File: config.mk
export PLATFORM = sky130hd
export DESIGN_NAME = multi_channel_avg_filter
export DESIGN_NICKNAME = d
export VERILOG_FILES = /design/src/rtl/multi_channel_avg_filter.sv
export SDC_FILE = /design/constraint.sdc
export NUM_CORES = 1
export LEC_CHECK = 0
export ABC_AREA = 1
export CORE_MARGIN = 2
export CORE_UTILIZATION = 50
export DETAILED_ROUTE_END_ITERATION = 8
export GPL_TIMING_DRIVEN = 0
export PLACE_DENSITY = 0.67
export SYNTH_ARGS = -nofsm -noshare
export SYNTH_HDL_FRONTEND = slang
export SYNTH_SLANG_ARGS = --single-unit
File: constraint.sdc
create_clock -name clk -period 5.3 [get_ports clk]
set_clock_uncertainty 0.05 [all_clocks]
set_input_delay 0.53 -clock clk [delete_from_list [all_inputs] [get_ports clk]]
set_output_delay 0.53 -clock clk [all_outputs]
set_load 0.05 [all_outputs]
File: src/rtl/multi_channel_avg_filter.sv
// multi_channel_avg_filter: time-multiplexed moving average with one ring buffer and running sum per channel.
// Optional: `define SPIKE_CLAMP_EN to clamp samples on primed channels to avg +/- CLAMP_DELTA.
module multi_channel_avg_filter #(
    parameter int NUM_CH = 2,
    parameter int DATA_W = 8,
    parameter int DEPTH = 8,
    parameter int CLAMP_DELTA = 16,
    localparam int CH_W = NUM_CH > 1 ? $clog2(NUM_CH) : 1,
    localparam int LD = $clog2(DEPTH),
    localparam int SUM_W = DATA_W + LD
) (
    input  logic              clk,
    input  logic              reset,
    input  logic              in_valid,
    input  logic [CH_W-1:0]   in_ch,
    input  logic [DATA_W-1:0] in_data,
    input  logic              clr_valid,
    input  logic [CH_W-1:0]   clr_ch,
    output logic              out_valid,
    output logic [CH_W-1:0]   out_ch,
    output logic [DATA_W-1:0] out_avg,
    output logic              out_primed,
    output logic [NUM_CH-1:0] primed_mask
);
    localparam logic [LD:0] FULL = (LD + 1)'(DEPTH);
    if (DEPTH != (1 << LD) || NUM_CH < 1 || CLAMP_DELTA < 0) begin : g_bad_params
        $error("multi_channel_avg_filter: DEPTH must be a power of two, NUM_CH >= 1, CLAMP_DELTA >= 0");
    end
    logic [DATA_W-1:0] ring_q [NUM_CH][DEPTH];
    logic [DATA_W-1:0] ring_d [NUM_CH][DEPTH];
    logic [LD-1:0]     wptr_q [NUM_CH];
    logic [LD-1:0]     wptr_d [NUM_CH];
    logic [SUM_W-1:0]  sum_q [NUM_CH];
    logic [SUM_W-1:0]  sum_d [NUM_CH];
    logic [LD:0]       cnt_q [NUM_CH];
    logic [LD:0]       cnt_d [NUM_CH];
    logic              out_valid_q, out_valid_d, out_primed_q, out_primed_d;
    logic [CH_W-1:0]   out_ch_q, out_ch_d;
    logic [DATA_W-1:0] out_avg_q, out_avg_d, smp;
    logic [NUM_CH-1:0] primed_q, primed_d;
    logic [SUM_W-1:0]  sum_nx;
    logic [LD:0]       cnt_nx;
    logic              in_ok, clr_ok;
    // A clear of the sample's own channel wins and drops the sample.
    assign in_ok = in_valid && 32'(in_ch) < NUM_CH && !(clr_valid && clr_ch == in_ch);
    assign clr_ok = clr_valid && 32'(clr_ch) < NUM_CH;
`ifdef SPIKE_CLAMP_EN
    int avg_i, lo_i, hi_i;
    always_comb begin
        avg_i = int'(sum_q[in_ch] >> LD);
        lo_i = avg_i > CLAMP_DELTA ? avg_i - CLAMP_DELTA : 0;
        hi_i = avg_i + CLAMP_DELTA > (1 << DATA_W) - 1 ? (1 << DATA_W) - 1 : avg_i + CLAMP_DELTA;
        smp = cnt_q[in_ch] != FULL ? in_data :
              int'(in_data) < lo_i ? DATA_W'(lo_i) :
              int'(in_data) > hi_i ? DATA_W'(hi_i) : in_data;
    end
`else
    assign smp = in_data;
`endif
    always_comb begin
        ring_d = ring_q;
        wptr_d = wptr_q;
        sum_d = sum_q;
        cnt_d = cnt_q;
        primed_d = '0;
        sum_nx = sum_q[in_ch] - SUM_W'(ring_q[in_ch][wptr_q[in_ch]]) + SUM_W'(smp);
        cnt_nx = cnt_q[in_ch] == FULL ? FULL : cnt_q[in_ch] + 1'b1;
        if (in_ok) begin
            ring_d[in_ch][wptr_q[in_ch]] = smp;
            wptr_d[in_ch] = wptr_q[in_ch] + 1'b1;
            sum_d[in_ch] = sum_nx;
            cnt_d[in_ch] = cnt_nx;
        end
        if (clr_ok) begin
            ring_d[clr_ch] = '{default: '0};
            wptr_d[clr_ch] = '0;
            sum_d[clr_ch] = '0;
            cnt_d[clr_ch] = '0;
        end
        for (int i = 0; i < NUM_CH; i++) primed_d[i] = cnt_d[i] == FULL;
        out_valid_d = in_ok;
        out_ch_d = in_ok ? in_ch : out_ch_q;
        out_avg_d = in_ok ? DATA_W'(sum_nx >> LD) : out_avg_q;
        out_primed_d = in_ok ? cnt_nx == FULL : out_primed_q;
    end
    always_ff @(posedge clk) begin
        if (reset) begin
            ring_q <= '{default: '0};
            wptr_q <= '{default: '0};
            sum_q <= '{default: '0};
            cnt_q <= '{default: '0};
            primed_q <= '0;
            out_valid_q <= 1'b0;
            out_ch_q <= '0;
            out_avg_q <= '0;
            out_primed_q <= 1'b0;
        end else begin
            ring_q <= ring_d;
            wptr_q <= wptr_d;
            sum_q <= sum_d;
            cnt_q <= cnt_d;
            primed_q <= primed_d;
            out_valid_q <= out_valid_d;
            out_ch_q <= out_ch_d;
            out_avg_q <= out_avg_d;
            out_primed_q <= out_primed_d;
        end
    end
    assign out_valid = out_valid_q;
    assign out_ch = out_ch_q;
    assign out_avg = out_avg_q;
    assign out_primed = out_primed_q;
    assign primed_mask = primed_q;
endmodule

==> run_results.csv, run 1 <==
group,metric,value,unit
sta,hold_violations,0,
placement,gp_congestion,0.976,
logic_synthesis,ys_warn_count,0,
pwr,powerDensity,325,nW/um^2
clock_network,cts-buffers-inserted,17,
hold_path,hold_class,"reg -> reg",
critical_path,reg2reg_to,"sum_q[9]",
clock_network,cts_resized,0,
sta,setup_viol,0,
final_layout,layout_commonest_cell,"nand2_1",
critical_path,cp_cell_sequence,"clkbuf_1 > o21ai_4 > clkbuf_1 > nand2_1 > nand3_1 > nand2_1 > nand4_1 > fa_1 > inv_1 > ha_1 > a21oi_1 > nand2_1 > nand2_1 > nand3_1 > nand2_1 > nand3_1 > nand2_1 > inv_1",
sta,fin_crit_sh,0.750,
route,drt_wl_total,29000,um
sta,slew_headroom,0.458,
die,dieArea,18700,um^2
placement,io_buffers,25,
route,viasPerCell,5.52,
final_layout,layout_common_cells,"276 x nand2_1, 240 x nor2_1, 177 x dfxtp_1, 149 x o21ai_0, 136 x nand3_1",
route,drt_iter0_markers,898,
logic_synthesis,netlist_instances,1306,
logic_synthesis,synthesis.nets,1342,
placement,dp_hpwl,20200,um
route,remaining_drc_errors,0,
final_layout,area_growth,13.0,%
logic_synthesis,synth_flop_cell,"dfxtp_1",
critical_path,slowest_delay,0.49,ns
final_layout,drive_gt1_frac,0.0675,
clock_network,insertion_delay,0.44,ns
logic_synthesis,synth_seq_cells,177,
logic_synthesis,syn-cell-area,8800,um^2
final_layout,regArea,3540,um^2
global_route,grt_pass1_vias,7761,
sta,drv_slew,0,
route,ant_nets,0,
logic_synthesis,postSynthAreaPerCell,6.74,um^2
pwr,vdd_drop_max,0.241,mV
critical_path,cp-startpoint,"wptr_q[3]",
status,status,"completed",
sta,rsz0062_at_grt,"no",
clock_network,cts_max_path_buffers,2,
clock_network,cts_max_level,4,
route,post_drt_wl_per_cell,18.3,um
clock_network,cts.clk_slew.worst_paths,0.07,ns
flow_run,maxCapViolations,0,
final_layout,fillerInstances,1728,
clock_network,cts-hold-fix-buffers,0,
critical_path,start_kind,"flop",
critical_path,cp_slowest_cell,"o21ai_4",
final_layout,fin_util,0.577,
clock_network,post_cts_buffers,0,
logic_synthesis,ys_seq_area_frac,0.403,
sta,finalWorstSetupSlack,1.32,ns
global_route,grt_usage,0.318,
die,io_pins,27,
sta,fmax,0.252,GHz
critical_path,worstPathArrival,4.26,ns
clock_network,clock_sinks,177,
placement,dp_slack,1.23,ns
global_route,grt_pass1_wl,43900,um
hold_path,hold_depth,1,
critical_path,rr_startpoint,"wptr_q[3]",
clock_network,clockRootBuffer,"clkbuf_16",
die,start_util,0.510,
global_route,antenna_found_initial,0,
logic_synthesis,synth_edf_count,0,
die,core_area,17200,um^2
sta,worst_slew_pin_slew,0.814,ns
critical_path,path_max_fanout,10,
route,vias,8761,
final_layout,design_area,9940,um^2
die,die_x,137,um
critical_path,reg2reg_depth,18,
final_layout,nNetsFinal,1386,
logic_synthesis,synth.distinct_cells,37,
critical_path,crit_top_cell,"nand2_1",
pwr,leakagePower,4.32,nW
critical_path,endpoint_kind,"flop",
sta,period_needed,3.98,ns
sta,tns,0,ns
final_layout,multi_input_area,4490,um^2
critical_path,critPathRequiredTime,5.59,ns
critical_path,path_class,"reg -> reg",
die,rows,48,
global_route,grt_max_degree,17,
critical_path,worstSetupEndpoint,"sum_q[9]",
clock_network,cts_tree,"built",
die,chipHeight,137,um
logic_synthesis,async_flop_share,0,
critical_path,rrSetupSlack,1.32,ns
global_route,gr-total-overflow,0,
sta,whs,0.399,ns
route,dr.pass1.iters,6,
placement,placed_area,9330,um^2
-- kinds of logic (layout without fill, tap and decap cells) --
logic type                 after synthesis  count (layout)  share of synthesized area
and+or+nand+nor                        684             684                      0.325
buffers and inverters                  184             240                     0.0869
DFF                                    177             177                      0.403
other                                    0               1                          0
adders and majority gates               22              22                     0.0381
AOI/OAI and AO/OA                      231             231                      0.139
muxes                                    5               5                    0.00569
xor gates and xnor gates                 3               3                    0.00299
-- power breakdown --
group	internal, mW	total [mW]	switching [mW]
registers	1.36	1.38	0.0148
logic	0.157	0.529	0.372
clock network	0.748	1.32	0.572
-- cells in the mapped netlist, drive strengths merged (4+ instances only) --
library cell | count | area [um^2]
a21oi | 56 | 280
buf | 26 | 161
clkbuf | 41 | 154
clkinv | 6 | 30.0
dfxtp | 177 | 3540
fa | 8 | 160
ha | 14 | 175
inv | 111 | 419
mux2i | 5 | 50.1
nand2 | 287 | 1100
nand3 | 138 | 708
nand4 | 10 | 62.6
nor2 | 246 | 963
o211ai | 4 | 30.0
o21a | 11 | 82.6
o21ai | 155 | 795
-- how the worst min path moves through the flow --
stage	from	end	slack, ns
5_1_grt	out_ch	out_ch	0.43
2_1_floorplan	wptr_q[2]	wptr_q[2]	0.37
3_3_place_gp	wptr_q[2]	wptr_q[2]	0.39
3_5_place_dp	wptr_q[2]	wptr_q[2]	0.39
4_1_cts	wptr_q[2]	wptr_q[2]	0.40
6_report	wptr_q[2]	wptr_q[2]	0.40
-- area by class of cell --
cell class | instances | share of cell area
diodes | 1 | 0.000252
inverters | 117 | 0.0452
flip-flops and latches | 177 | 0.356
clock buffers | 17 | 0.0428
well taps | 225 | 0.0283
plain buffers | 67 | 0.0317
multi-input cells | 945 | 0.452
clock inverters | 14 | 0.0183
repair buffers | 25 | 0.0252
-- critical path: cells and delay by family, from the launching register on --
kind,cells,cell delay [ns]
DFF,1,0.30
AOI/OAI and AO/OA,2,0.79
buffers and inverters,4,0.85
and+or+nand+nor,10,1.18
adders and majority gates,2,0.70
-- sequential cells by signal, indices dropped and copies added, names as in the netlist --
signal	flops
ring_q	128
sum_q	22
cnt_q	8
out_avg	8
wptr_q	6
primed_mask	2
out_ch	1
out_primed	1
out_valid	1
-- per-stage QoR --
stage	instances	power, mW
floorplan	1306	1.76
global placement	1556	1.92
detailed placement	1556	1.92
CTS	1587	3.22
global route	1587	3.35
finish	1588	3.23
-- per-layer routing --
layer | part of all wire | global-route usage | up-vias
li1 | - | - | 4289
met1 | 0.45 | 0.448 | 4035
met2 | 0.42 | 0.460 | 386
met5 | 0 | 0 | -
met3 | 0.10 | 0.0785 | 51
met4 | 0.029 | 0.135 | 0
(Power assumes the default switching activity.)
==> run 2: changes to the inputs <==
--- a/config.mk
+++ b/config.mk
@@ -10,7 +10,7 @@
 export CORE_UTILIZATION = 50
 export DETAILED_ROUTE_END_ITERATION = 8
 export GPL_TIMING_DRIVEN = 0
-export PLACE_DENSITY = 0.67
+export PLACE_DENSITY = 0.7
 export SYNTH_ARGS = -nofsm -noshare
 export SYNTH_HDL_FRONTEND = slang
 export SYNTH_SLANG_ARGS = --single-unit
==> constraint.sdc (replaced) <==
create_clock -name clk -period 3.3 [get_ports clk]
set_clock_uncertainty 0.05 [all_clocks]
set_input_delay 0.33 -clock clk [delete_from_list [all_inputs] [get_ports clk]]
set_output_delay 0.33 -clock clk [all_outputs]
set_load 0.05 [all_outputs]
==> run 2 against run 1 <==
  * Register-to-register slack worse by 1.2 ns
  * Sequential power is 61% higher
  * Hold slack better by 0.0093 ns
  * Critical path type unchanged
==> run_results.csv, run 2 (synthesis results as in run 1) <==
group,metric,value,unit
die,dieArea,18700,um^2
final_layout,top_regs,"ring_q (128), sum_q (22)",
critical_path,worstPathArrival,3.43,ns
pwr,powerDensity,514,nW/um^2
flow_run,maxCapViolations,0,
die,die_x,137,um
final_layout,area_growth,15.6,%
hold_path,hold_class,"reg -> reg",
final_layout,layout_common_cells,"274 x nand2_1, 239 x nor2_1, 175 x dfxtp_1, 149 x o21ai_0, 134 x nand3_1",
pwr,switching_power,1.60,mW
route,dr.pass1.iters,8,
pwr,internal_power,3.63,mW
sta,hold_violations,0,
pwr,clkPwrFrac,0.401,
die,io_pins,27,
route,drt_wl_total,28000,um
global_route,busiest_layer,"met2",
sta,drv_slew,0,
sta,fin_crit_sh,0.955,
sta,slew_headroom,0.509,
global_route,grt_pass1_wl,43200,um
die,start_util,0.510,
global_route,gr-total-overflow,0,
sta,fmax,0.317,GHz
final_layout,largest_register_ffs,128,
pwr,leakagePower,4.45,nW
global_route,antenna_found_initial,0,
placement,io_buffers,25,
route,ant_nets,0,
route,drt_iter0_markers,1010,
critical_path,path_max_fanout,10,
status,status,"completed",
global_route,grtUsageMet2,0.459,
placement,dp_hpwl,19900,um
sta,worst_slew_pin_slew,0.737,ns
route,post_drt_wl_per_cell,17.5,um
final_layout,drive_gt1_frac,0.103,
pwr,sw_frac_of_total,0.306,
clock_network,cts.clk_slew.worst_paths,0.07,ns
clock_network,cts-buffers-inserted,17,
placement,placed_area,9330,um^2
final_layout,antennaDiodeCount,0,
final_layout,design_area,10200,um^2
global_route,grt_usage,0.308,
pwr,vdd_drop_max,0.377,mV
global_route,grt_max_degree,18,
route,vias,8811,
final_layout,nNetsFinal,1396,
clock_network,cts_tree,"built",
global_route,grt_pass1_vias,7722,
global_route,met3_usage,0.0730,
clock_network,clock_sinks,177,
clock_network,clockRootBuffer,"clkbuf_16",
critical_path,start_kind,"flop",
sta,tns,0,ns
critical_path,endpoint_kind,"flop",
pwr,pwr-share-comb,0.175,
placement,gp_congestion,1.01,
final_layout,fillerInstances,1633,
clock_network,insertion_delay,0.45,ns
final_layout,regMostFlops,"ring_q",
sta,setup_viol,0,
die,rows,48,
route,remaining_drc_errors,0,
die,core_area,17200,um^2
sta,period_needed,3.15,ns
global_route,met1_usage,0.437,
clock_network,cts_max_path_buffers,2,
die,chipHeight,137,um
route,viasPerCell,5.51,
pwr,power.share.sequential,0.425,
critical_path,critPathRequiredTime,3.58,ns
clock_network,cts_max_level,4,
final_layout,layout_commonest_cell,"nand2_1",
critical_path,path_class,"reg -> reg",
run 2: cell types whose count changed in the layout (fill, tap and decap cells not counted), sizes merged:
cell and change:
clkinv -2, bufinv -1, clkbuf +4, diode -1
inv +4, buf +6
run 2: per-layer routing:
metal,vias up,part of all wire
met4,0,0.029
li1,4306,-
met1,4052,0.45
met3,70,0.090
met5,-,0
met2,383,0.43
run 2: area by class of cell:
type / count / area (um^2) / area share
buffer: 65 / 370 / 0.0364
clock buffer: 17 / 425 / 0.0418
clock inverter: 15 / 169 / 0.0166
inverter: 117 / 449 / 0.0442
multi-input combinational: 945 / 4590 / 0.451
sequential: 177 / 3550 / 0.349
tap: 225 / 282 / 0.0277
timing repair buffer: 37 / 340 / 0.0335
run 2: what timing repair did:
| item | 4_1_cts | 5_1_grt |
|---|---|---|
| setup endpoints to repair | 26 | 24 |
| pin swaps | 1 | 9 |
| hold buffers | 0 | 0 |
| buffers inserted | 3 | 9 |
| resized for setup | 17 | 47 |
run 2: final timing paths:
kind,depth (start not counted),endpoint,slack (ns),startpoint
worst min-delay path,1,wptr_q[2],0.41,wptr_q[2]
worst min register to register,1,wptr_q[2],0.41,wptr_q[2]
worst max-delay path,16,sum_q[15],0.15,wptr_q[3]
worst max register to register,16,sum_q[15],0.15,wptr_q[3]
run 2: power by group through the flow:
| stage | Clock [mW] | Sequential, mW | Combinational (mW) |
|---|---|---|---|
| after floorplan | 0 | 2.31 | 0.522 |
| after global placement | 0 | 2.26 | 0.817 |
| after detailed placement | 0 | 2.26 | 0.824 |
| after CTS | 2.10 | 2.22 | 0.841 |
| after global routing | 2.19 | 2.22 | 0.999 |
| final | 2.09 | 2.22 | 0.913 |
run 2: worst max-delay path, cell delays in order (launching register included):
cell      delay, ns
dfxtp_2        0.50
o21ai_4        0.15
buf_8          0.17
nand2_1        0.07
nand3_1        0.12
nand2_2        0.11
nand4_1        0.13
fa_1           0.55
inv_1          0.08
fa_2           0.38
nand2_1        0.09
nand3_2        0.10
nand2_1        0.12
xor2_2         0.20
nand2_1        0.07
o211ai_1       0.09
inv_1          0.06
run 2: metrics by stage:
step | total power [mW] | instances | utilization | worst slack [ns] | hold slack (ns)
3_3_place_gp | 3.08 | 1556 | 0.541 | -0.522 | 0.390
4_1_cts | 5.16 | 1589 | 0.580 | 0.00317 | 0.403
5_1_grt | 5.41 | 1598 | 0.590 | -0.0147 | 0.435
3_5_place_dp | 3.09 | 1556 | 0.541 | -0.533 | 0.394
6_report | 5.23 | 1598 | 0.590 | 0.149 | 0.409
2_1_floorplan | 2.83 | 1306 | - | 0.272 | 0.372
==> run 3: changes to the inputs <==
--- a/config.mk
+++ b/config.mk
@@ -14,3 +14,4 @@
 export SYNTH_ARGS = -nofsm -noshare
 export SYNTH_HDL_FRONTEND = slang
 export SYNTH_SLANG_ARGS = --single-unit
+export TNS_END_PERCENT = 5
==> run 3 against run 2 <==
  * Non-clock buffer count stayed put
  * Final area rose by 0.53%
  * Clock-buffer cell count unchanged
  * Utilization increased by 0.31 points
  * Setup slack got worse by 0.074 ns
  * Power up 0.25%
  * Via count is 0.16% higher
  * Clock power barely moved
  * Fmax decreased by 2.3%
  * Largest cell class unchanged
  * Largest power group unchanged
==> run_results.csv, run 3 (synthesis results as in run 1) <==
group,metric,value,unit
placement,dp.cells,1556,
sta,slew_headroom,0.508,
sta,finalWorstSetupSlack,0.0750,ns
final_layout,top_regs,"ring_q (128), sum_q (22)",
route,dr.pass1.iters,7,
die,dieArea,18700,um^2
die,chipHeight,137,um
route,routed.top_layer,"met4",
sta,period_needed,3.22,ns
die,core_area,17200,um^2
final_layout,antennaDiodeCount,0,
critical_path,reg2reg_to,"sum_q[15]",
pwr,total_power,5.24,mW
status,status,"completed",
route,drt_iter0_markers,1071,
clock_network,insertion_delay,0.45,ns
global_route,antenna_found_initial,0,
critical_path,cp_slowest_cell,"fa_2",
die,rows,48,
placement,gp_congestion,1.01,
final_layout,drive_gt1_frac,0.106,
clock_network,cts_tree,"built",
critical_path,path_class,"reg -> reg",
sta,hold_violations,0,
route,vias,8825,
die,die_x,137,um
route,wl_met1,12700,um
route,wl_met3,2660,um
route,ant_nets,0,
final_layout,layout_common_cells,"273 x nand2_1, 239 x nor2_1, 175 x dfxtp_1, 149 x o21ai_0, 132 x nand3_1",
flow_run,maxCapViolations,0,
global_route,grt_pass1_vias,7711,
placement,dp_hpwl,19900,um
sta,worst_slew_pin_slew,0.739,ns
die,start_util,0.510,
route,route.met2.wl,12100,um
critical_path,start_kind,"flop",
final_layout,area_growth,16.2,%
route,remaining_drc_errors,0,
route,drt_wl_total,28300,um
critical_path,rr_startpoint,"wptr_q[5]",
critical_path,cpLargestDelayFamily,"adder cells",
critical_path,rrSetupSlack,0.08,ns
clock_network,cts_max_level,4,
hold_path,hold_depth,1,
placement,io_buffers,25,
final_layout,layout_commonest_cell,"nand2_1",
final_layout,instances_no_fill,1599,
pwr,vdd_drop_max,0.380,mV
global_route,grt_max_degree,18,
final_layout,largest_register_ffs,128,
placement,dp_slack,-0.533,ns
final_layout,regArea,3550,um^2
final_layout,regMostFlops,"ring_q",
critical_path,endpoint_kind,"flop",
critical_path,slowest_delay,0.43,ns
pwr,powerDensity,512,nW/um^2
sta,fin_crit_sh,0.977,
pwr,leakagePower,4.47,nW
global_route,grt_usage,0.308,
clock_network,cts.clk_slew.worst_paths,0.07,ns
critical_path,critPathRequiredTime,3.58,ns
critical_path,path_max_fanout,8,
hold_path,hp-start,"wptr_q[2]",
clock_network,cts-hold-fix-buffers,0,
critical_path,critPathBufInv,5,
clock_network,clock_sinks,177,
critical_path,worstPathArrival,3.51,ns
sta,tns,0,ns
sta,whs,0.406,ns
die,io_pins,27,
final_layout,fillerInstances,1631,
clock_network,cts-buffers-inserted,17,
sta,drv_slew,0,
global_route,gr-total-overflow,0,
critical_path,cp_cell_sequence,"inv_1 > o21ai_4 > inv_1 > nand2_1 > inv_1 > nand2_1 > nand4_1 > ha_1 > inv_1 > ha_1 > fa_2 > nand2_1 > nand3_2 > nand2_2 > xor2_2 > nand2_1 > o211ai_1 > inv_1",
route,post_drt_wl_per_cell,17.7,um
clock_network,cts_max_path_buffers,2,
sta,setup_viol,0,
clock_network,clockRootBuffer,"clkbuf_16",
critical_path,crit_top_cell,"inv_1",
hold_path,hold_class,"reg -> reg",
hold_path,hold_path_end,"wptr_q[2]",
global_route,grt_pass1_wl,43200,um
final_layout,multi_input_area,4620,um^2
sta,fmax,0.310,GHz
critical_path,reg2reg_depth,18,
final_layout,nNetsFinal,1397,
route,viasPerCell,5.52,
-- run 3: per-layer routing --
metal,vias up,GRT usage
met5,-,0
met4,0,0.105
met3,62,0.0759
met2,387,0.458
met1,4065,0.435
li1,4311,-
-- run 3: worst max path at each step --
stage	startpoint	endpoint	slack, ns	cells after the start
after floorplan	in_ch	sum_q[15]	0.27	21
after global placement	in_ch	sum_q[15]	-0.52	21
after detailed placement	in_ch	out_avg[7]	-0.53	21
after CTS	wptr_q[3]	out_avg[7]	0.05	17
after global routing	wptr_q[5]	sum_q[15]	-0.02	18
final	wptr_q[5]	sum_q[15]	0.08	18
-- run 3: per-stage QoR --
| stage | instance area, um^2 | util |
|---|---|---|
| 2_1_floorplan | 8800 | - |
| 3_3_place_gp | 9330 | 0.541 |
| 3_5_place_dp | 9330 | 0.541 |
| 4_1_cts | 9980 | 0.579 |
| 5_1_grt | 10200 | 0.593 |
| 6_report | 10200 | 0.593 |
-- run 3: final cells by class --
class                           instances  share of cell area
Buffer                                 65              0.0363
Clock buffer                           17              0.0416
Clock inverter                         15              0.0165
Inverter                              117              0.0439
Multi-Input combinational cell        946               0.452
Sequential cell                       177               0.347
Tap cell                              225              0.0275
Timing Repair Buffer                   37              0.0350
-- run 3: power by group --
part           leakage [nW]  internal, mW  switching, mW  total (mW)
clock                 0.284          1.14          0.958        2.09
combinational          2.75         0.308          0.618       0.926
sequential             1.43          2.19         0.0294        2.22
total                  4.47          3.63           1.60        5.24
-- run 3: timing repair --
action / in CTS / in global routing
setup endpoints to repair: 26 / 24
setup buffers: 0 / 11
pin swaps: 0 / 9
gates resized for setup: 18 / 51
gates cloned: 0 / 2
